<file path="src/rtl/operand_fetch_pkg.sv">
// Shared RV32 types, opcode encodings and instruction field helpers for the
// operand-fetch stage.
package operand_fetch_pkg;

    typedef logic [31:0] word_t;
    typedef logic [4:0]  addr_t;

    typedef enum logic [6:0] {
        LUI    = 7'b0110111,
        AUIPC  = 7'b0010111,
        JAL    = 7'b1101111,
        JALR   = 7'b1100111,
        BRANCH = 7'b1100011,
        LOAD   = 7'b0000011,
        STORE  = 7'b0100011,
        OP_IMM = 7'b0010011,
        OP     = 7'b0110011
    } opcode_t;

    localparam word_t NOP = 32'h0000_0013;

    typedef struct packed {
        word_t pc;
        word_t inst;
        word_t op1;
        word_t op2;
    } of_payload_t;

    function automatic addr_t get_rs1(input word_t inst);
        get_rs1 = inst[19:15];
    endfunction

    function automatic addr_t get_rs2(input word_t inst);
        get_rs2 = inst[24:20];
    endfunction

    function automatic addr_t get_rd(input word_t inst);
        get_rd = inst[11:7];
    endfunction

    function automatic opcode_t get_opcode(input word_t inst);
        get_opcode = opcode_t'(inst[6:0]);
    endfunction

    // Unknown opcodes are treated as reading rs1 so a hazard is never missed.
    function automatic logic uses_rs1(input word_t inst);
        case (get_opcode(inst))
            LUI, AUIPC, JAL: uses_rs1 = 1'b0;
            default:         uses_rs1 = 1'b1;
        endcase
    endfunction

    function automatic logic uses_rs2(input word_t inst);
        case (get_opcode(inst))
            BRANCH, STORE, OP: uses_rs2 = 1'b1;
            default:           uses_rs2 = 1'b0;
        endcase
    endfunction

endpackage

</file>
<file path="src/rtl/operand_fetch_if.sv">
// Fetch-side and execute-side valid/ready channels of the operand-fetch stage.
interface operand_fetch_if;
    import operand_fetch_pkg::*;

    logic  in_valid;
    logic  in_ready;
    word_t in_pc;
    word_t in_inst;

    logic  out_valid;
    logic  out_ready;
    word_t out_pc;
    word_t out_inst;
    word_t out_rs1;
    word_t out_rs2;

    modport master (
        output in_valid, in_pc, in_inst, out_ready,
        input  in_ready, out_valid, out_pc, out_inst, out_rs1, out_rs2
    );

    modport slave (
        input  in_valid, in_pc, in_inst, out_ready,
        output in_ready, out_valid, out_pc, out_inst, out_rs1, out_rs2
    );

endinterface

</file>
<file path="src/rtl/operand_fetch_bypass_mux.sv">
// Per-read-port operand selection: EX result, then MEM result, then regfile
// data, with x0 pinned to zero.
module operand_fetch_bypass_mux
    import operand_fetch_pkg::*;
#(
    parameter bit BYPASS_EN = 1'b1
) (
    input  addr_t rs_i,
    input  logic  used_i,
    input  word_t rdata_i,
    input  logic  ex_wen_i,
    input  addr_t ex_waddr_i,
    input  word_t ex_wdata_i,
    input  logic  mem_wen_i,
    input  addr_t mem_waddr_i,
    input  word_t mem_wdata_i,
    output word_t operand_o,
    output logic  ex_match_o,
    output logic  mem_match_o
);

    assign ex_match_o  = ex_wen_i  && (ex_waddr_i  == rs_i) && (rs_i != '0) && used_i;
    assign mem_match_o = mem_wen_i && (mem_waddr_i == rs_i) && (rs_i != '0) && used_i;

    // Without bypassing the top stalls on any match, so regfile data is final.
    always_comb begin
        operand_o = rdata_i;
        if (rs_i == '0) begin
            operand_o = '0;
        end else if (BYPASS_EN && ex_match_o) begin
            operand_o = ex_wdata_i;
        end else if (BYPASS_EN && mem_match_o) begin
            operand_o = mem_wdata_i;
        end
    end

endmodule

</file>
<file path="src/rtl/operand_fetch.sv">
// Decode/operand-fetch stage: resolves source operands with EX/MEM bypass,
// stalls on load-use hazards and registers the result for execute.
module operand_fetch
    import operand_fetch_pkg::*;
#(
    parameter bit BYPASS_EN = 1'b1
) (
    input  logic  clk,
    input  logic  reset,
    input  logic  flush,
    operand_fetch_if.slave bus,
    output addr_t raddr1,
    input  word_t rdata1,
    output addr_t raddr2,
    input  word_t rdata2,
    input  logic  ex_wen,
    input  logic  ex_load,
    input  addr_t ex_waddr,
    input  word_t ex_wdata,
    input  logic  mem_wen,
    input  addr_t mem_waddr,
    input  word_t mem_wdata
);

    word_t       inst;
    logic        use1;
    logic        use2;
    word_t       operand1;
    word_t       operand2;
    logic        exMatch1;
    logic        exMatch2;
    logic        memMatch1;
    logic        memMatch2;
    logic        exHit;
    logic        memHit;
    logic        stall;
    logic        advance;

    logic        valid_q;
    logic        valid_d;
    of_payload_t payload_q;
    of_payload_t payload_d;

    assign inst   = bus.in_inst;
    assign use1   = uses_rs1(inst);
    assign use2   = uses_rs2(inst);
    assign raddr1 = get_rs1(inst);
    assign raddr2 = get_rs2(inst);

    operand_fetch_bypass_mux #(.BYPASS_EN(BYPASS_EN)) u_mux1 (
        .rs_i        (raddr1),
        .used_i      (use1),
        .rdata_i     (rdata1),
        .ex_wen_i    (ex_wen),
        .ex_waddr_i  (ex_waddr),
        .ex_wdata_i  (ex_wdata),
        .mem_wen_i   (mem_wen),
        .mem_waddr_i (mem_waddr),
        .mem_wdata_i (mem_wdata),
        .operand_o   (operand1),
        .ex_match_o  (exMatch1),
        .mem_match_o (memMatch1)
    );

    operand_fetch_bypass_mux #(.BYPASS_EN(BYPASS_EN)) u_mux2 (
        .rs_i        (raddr2),
        .used_i      (use2),
        .rdata_i     (rdata2),
        .ex_wen_i    (ex_wen),
        .ex_waddr_i  (ex_waddr),
        .ex_wdata_i  (ex_wdata),
        .mem_wen_i   (mem_wen),
        .mem_waddr_i (mem_waddr),
        .mem_wdata_i (mem_wdata),
        .operand_o   (operand2),
        .ex_match_o  (exMatch2),
        .mem_match_o (memMatch2)
    );

    assign exHit   = exMatch1 || exMatch2;
    assign memHit  = memMatch1 || memMatch2;
    assign stall   = bus.in_valid &&
                     ((ex_load && exHit) || (!BYPASS_EN && (exHit || memHit)));
    assign advance = !valid_q || bus.out_ready;

    // A flush always consumes the incoming instruction so fetch can redirect.
    assign bus.in_ready = flush || (advance && !stall);

    // Payload only moves when a real instruction is captured; bubbles leave it alone.
    always_comb begin
        valid_d   = valid_q;
        payload_d = payload_q;
        if (flush) begin
            valid_d = 1'b0;
        end else if (advance) begin
            valid_d = bus.in_valid && !stall;
            if (bus.in_valid && !stall) begin
                payload_d.pc   = bus.in_pc;
                payload_d.inst = inst;
                payload_d.op1  = operand1;
                payload_d.op2  = operand2;
            end
        end
    end

    always_ff @(posedge clk or posedge reset) begin
        if (reset) begin
            valid_q        <= 1'b0;
            payload_q.pc   <= '0;
            payload_q.inst <= NOP;
            payload_q.op1  <= '0;
            payload_q.op2  <= '0;
        end else begin
            valid_q   <= valid_d;
            payload_q <= payload_d;
        end
    end

    assign bus.out_valid = valid_q;
    assign bus.out_pc    = payload_q.pc;
    assign bus.out_inst  = payload_q.inst;
    assign bus.out_rs1   = payload_q.op1;
    assign bus.out_rs2   = payload_q.op2;

endmodule
</file>
<file path="src/flat_wrapper.sv">
// flat-port wrapper written by rule: the top's interface ports become plain ports
module operand_fetch_flat import operand_fetch_pkg::*;
#(
    parameter bit BYPASS_EN = 1'b1
)
  (clk, reset, flush, raddr1, rdata1, raddr2, rdata2, ex_wen, ex_load, ex_waddr, ex_wdata, mem_wen, mem_waddr, mem_wdata, bus_in_valid, bus_in_pc, bus_in_inst, bus_out_ready, bus_in_ready, bus_out_valid, bus_out_pc, bus_out_inst, bus_out_rs1, bus_out_rs2);
  operand_fetch_if bus_i ();
  input  logic clk;
  input  logic reset;
  input  logic flush;
  output addr_t raddr1;
  input  word_t rdata1;
  output addr_t raddr2;
  input  word_t rdata2;
  input  logic ex_wen;
  input  logic ex_load;
  input  addr_t ex_waddr;
  input  word_t ex_wdata;
  input  logic mem_wen;
  input  addr_t mem_waddr;
  input  word_t mem_wdata;
  input wire logic [$bits(bus_i.in_valid)-1:0] bus_in_valid;
  input wire logic [$bits(bus_i.in_pc)-1:0] bus_in_pc;
  input wire logic [$bits(bus_i.in_inst)-1:0] bus_in_inst;
  input wire logic [$bits(bus_i.out_ready)-1:0] bus_out_ready;
  output wire logic [$bits(bus_i.in_ready)-1:0] bus_in_ready;
  output wire logic [$bits(bus_i.out_valid)-1:0] bus_out_valid;
  output wire logic [$bits(bus_i.out_pc)-1:0] bus_out_pc;
  output wire logic [$bits(bus_i.out_inst)-1:0] bus_out_inst;
  output wire logic [$bits(bus_i.out_rs1)-1:0] bus_out_rs1;
  output wire logic [$bits(bus_i.out_rs2)-1:0] bus_out_rs2;
  assign bus_i.in_valid = bus_in_valid;
  assign bus_i.in_pc = bus_in_pc;
  assign bus_i.in_inst = bus_in_inst;
  assign bus_i.out_ready = bus_out_ready;
  assign bus_in_ready = bus_i.in_ready;
  assign bus_out_valid = bus_i.out_valid;
  assign bus_out_pc = bus_i.out_pc;
  assign bus_out_inst = bus_i.out_inst;
  assign bus_out_rs1 = bus_i.out_rs1;
  assign bus_out_rs2 = bus_i.out_rs2;
  operand_fetch #(.BYPASS_EN(BYPASS_EN)) u_core (.clk(clk), .reset(reset), .flush(flush), .bus(bus_i), .raddr1(raddr1), .rdata1(rdata1), .raddr2(raddr2), .rdata2(rdata2), .ex_wen(ex_wen), .ex_load(ex_load), .ex_waddr(ex_waddr), .ex_wdata(ex_wdata), .mem_wen(mem_wen), .mem_waddr(mem_waddr), .mem_wdata(mem_wdata));
endmodule
</file>
<file path="config.mk">
export PLATFORM = sky130hd
export DESIGN_NAME = operand_fetch_flat
export DESIGN_NICKNAME = d
export VERILOG_FILES = /design/src/rtl/operand_fetch_pkg.sv /design/src/rtl/operand_fetch_if.sv /design/src/rtl/operand_fetch_bypass_mux.sv /design/src/rtl/operand_fetch.sv /design/src/flat_wrapper.sv
export SDC_FILE = /design/constraint.sdc
export NUM_CORES = 1
export LEC_CHECK = 0
export CORE_ASPECT_RATIO = 0.5
export CORE_UTILIZATION = 30
export DETAILED_ROUTE_END_ITERATION = 10
export HOLD_SLACK_MARGIN = 0.02
export PLACE_DENSITY = 0.67
export SLEW_MARGIN = 0
export SYNTH_ARGS = -nofsm -noshare
export SYNTH_HDL_FRONTEND = slang
export SYNTH_HIERARCHICAL = 1
export SYNTH_SLANG_ARGS = --single-unit
</file>
<file path="constraint.sdc">
create_clock -name clk -period 9.7 [get_ports clk]
set_input_delay 0.97 -clock clk [delete_from_list [all_inputs] [get_ports clk]]
set_output_delay 0.97 -clock clk [all_outputs]
set_load 0.02 [all_outputs]
</file>
==> metrics.txt <==
power share of the sequential group=34.6%; number of synthesized register bits=129; total wire length after detailed routing=25200 um; Max Used Layer=met4; Internal Power=0.00144 W; relative area change from synthesis to final layout=56.5%; final count of hold timing violations=0; register area=3230 sq um; clock root buffer master=sky130_fd_sc_hd__clkbuf_16; routed length on met1=10400 um; number of buffers between clock root and the deepest sink=2; first-pass GRT wire length=37600 um; worst hold path class=reg2reg; routed wire length per instance=20.0 um; area enclosed by the die boundary=24600 sq um; number of port buffers=349; Net count, final=1149; RSZ-0062 raised after global routing=false; run status=finished, violations left; CTS HTree Levels=4; routed length on met3=1350 um; area taken by multi-input logic gates=3470 sq um; maximum VDD drop=111 uV; hold buffer count at cts=0; fraction of the yosys area taken by sequential cells=45.0%; Synthesized Nets=832; Filler Cell Count=2078; share of the clock period used by the worst path=51.8%; Die Span Y=111 um; number of max-cap violations=0; clock network power share=31.4%; drt first-iter violations=451; Post-CTS Resized=0; Switching Fraction=29.5%; Post-CTS Setup Bufs=0; WP data required=8.73 ns; share of the synthesized area in the top cell type=43.9%; Gate power share=34.0%; Std-Cell Core Area=23100 sq um; largest net degree at the start of global routing=75; Chip Width=221 um; number of setup violations in the final report=0; number of global-route vias before repair=6270; leading cell type by number of instances after synthesis=sky130_fd_sc_hd__nand2_1; yosys synthesis warning count=6; net switching power figure=0.000600 W; fraction of layout instances using a drive strength above 1=18.6%; number of top-level design ports=350; remaining global-route overflow=0; Mapped Area=7170 sq um; clock tree sinks=129; Setup TNS=0 ns; clock slew at reported path FFs=0.05 ns; final critical-path required period=5.03 ns; count of vias placed by the detailed router=6113; Max Freq=199 MHz; Initial Util=31.0%; nature of the critical path endpoint=output port; Mapped Cells=622; Unique masters post-synth=31; gp weighted congestion=0.927; TritonCTS clock tree=yes; fraction of registers with async set or reset after synthesis=100%; amount of wire on met2 after detailed routing=12600 um; power density cells=181 nW/um^2; post-detailed-route count of antenna-violating nets=0; top cell types by occurrence after synthesis=sky130_fd_sc_hd__nand2_1 (129), sky130_fd_sc_hd__dfrtp_1 (126), sky130_fd_sc_hd__mux2_4 (109); final slew viol count=0; Top FF cell, synth=sky130_fd_sc_hd__dfrtp_1; Worst Setup Start Kind=input pin; cts bufs inserted=17; Row Count=39; CP Data Arrival Time=4.06 ns; worst relative slew slack=33.7%; worst setup path class=in2out; antenna diode instance count=0; Avg Inst Size Synth=11.5 sq um; number of iterations in the first detailed-routing pass=8; cell types with the largest area share after synthesis=sky130_fd_sc_hd__dfrtp_1 (44%), sky130_fd_sc_hd__mux2_4 (23%), sky130_fd_sc_hd__nand2_1 (6.7%), sky130_fd_sc_hd__a31oi_1 (5.7%), sky130_fd_sc_hd__buf_6 (3.6%); post-route total power=0.00204 W; half-perimeter wire length after detailed placement=17900 um; vias per inst=4.86; largest driver fanout on the critical path=65; Worst-Margin Slew=0.994 ns; EDFF count, synth=0; post-detailed-route DRC marker count=7; leakage power=4.92 nW; clock skew after layout=0.00696 ns; total routing resource utilization after global routing=20.3%; number of antenna violations at the first check in global routing=0; Yosys top cell by area=sky130_fd_sc_hd__dfrtp_1; failing checks=design-rule violations; clock latency on the worst-skew pair=0.41 ns
-- cells in the final DEF (no fill, tap or decap), types with 3 or more instances in the layout --
cell type                         count
sky130_fd_sc_hd__clkinv_2             4
sky130_fd_sc_hd__clkdlybuf4s50_1    349
sky130_fd_sc_hd__o21ai_1             43
sky130_fd_sc_hd__buf_4                5
sky130_fd_sc_hd__clkbuf_8             3
sky130_fd_sc_hd__o21ai_0             25
sky130_fd_sc_hd__clkinvlp_4           3
sky130_fd_sc_hd__xnor2_1              4
sky130_fd_sc_hd__a31oi_1             65
sky130_fd_sc_hd__nand2_1            129
sky130_fd_sc_hd__clkbuf_16           17
sky130_fd_sc_hd__mux2_2              19
sky130_fd_sc_hd__xor2_1              16
sky130_fd_sc_hd__dfstp_2              3
sky130_fd_sc_hd__dfrtp_1            126
sky130_fd_sc_hd__mux2_4             109
-- registers in the layout, summed over array words and instances (netlist names) --
signal	count
u_core/bus.out_inst	32
u_core/bus.out_pc	32
u_core/bus.out_rs1	32
u_core/bus.out_rs2	32
u_core/bus.out_valid	1
-- power groups by stage --
stage	clock (W)	combinational, W	sequential (W)
after floorplan	0	0.000214	0.000830
after global placement	0	0.000688	0.000708
after detailed placement	0	0.000695	0.000710
after CTS	0.000657	0.000697	0.000705
after global routing	0.000685	0.000722	0.000717
final	0.000640	0.000692	0.000704
-- critical path: stages --
cell                              delay [ns]
sky130_fd_sc_hd__clkdlybuf4s50_1        0.50
sky130_fd_sc_hd__nor2b_1                0.14
sky130_fd_sc_hd__a31oi_1                0.04
sky130_fd_sc_hd__or3b_2                 0.52
sky130_fd_sc_hd__o21ai_1                0.09
sky130_fd_sc_hd__nand4b_1               0.12
sky130_fd_sc_hd__buf_4                  0.54
sky130_fd_sc_hd__inv_1                  0.14
sky130_fd_sc_hd__o211ai_1               0.20
sky130_fd_sc_hd__a21o_1                 0.14
sky130_fd_sc_hd__clkdlybuf4s50_1        0.61
-- metrics by stage --
stage / std cells / hold WS (ns) / instance area [sq um] / utilization [%] / worst slack [ns]
4_1_cts: 1259 / 0.505 / 11200 / 48.6 / 4.69
3_5_place_dp: 1227 / 0.492 / 10600 / 46.0 / 4.53
6_report: 1259 / 0.502 / 11200 / 48.6 / 4.67
2_1_floorplan: 622 / 0.635 / 7170 / - / 5.29
3_3_place_gp: 1227 / 0.491 / 10600 / 46.0 / 4.56
5_1_grt: 1259 / 0.519 / 11200 / 48.6 / 4.48
-- cell families (layout without fill, tap and decap cells) --
group                  after synthesis  count (layout)  synth area share [%]
buffers and inverters               61             391                  6.66
flip-flops                         129             129                  45.0
multiplexers                       128             128                  25.8
AND/OR/NAND/NOR                    149             149                  9.43
XOR/XNOR                            20              20                  2.44
AO/OA/AOI/OAI                      135             135                  10.6
-- layer usage --
| layer | GRT usage (%) | up-vias |
|---|---|---|
| met3 | 3.91 | 59 |
| met4 | 9.36 | 0 |
| li1 | - | 2827 |
| met5 | 0 | - |
| met1 | 25.4 | 3003 |
| met2 | 33.9 | 224 |
-- area by class of cell --
type | count | area share [%]
Clock buffer | 22 | 4.22
Clock inverter | 10 | 0.992
Timing Repair Buffer | 354 | 31.4
Sequential cell | 129 | 28.8
Multi-Input combinational cell | 432 | 30.9
Inverter | 5 | 0.212
Tap cell | 307 | 3.42
-- final timing paths --
check                                          to  cells after the start                    from  slack, ns
max                                  bus_in_ready                     11          bus_in_inst[4]       4.67
min                        u_core/bus.out_rs2[21]                      1  u_core/bus.out_rs2[21]       0.50
max reg2reg                u_core/bus.out_rs2[18]                      4    u_core/bus.out_valid       7.28
min reg2reg                u_core/bus.out_rs2[21]                      1  u_core/bus.out_rs2[21]       0.50
max in group asynchronous  u_core/bus.out_rs1[26]                      3                   reset       7.40
min in group asynchronous    u_core/bus.out_pc[2]                      2                   reset       1.03
No activity file was read; power rests on OpenSTA's default activity.
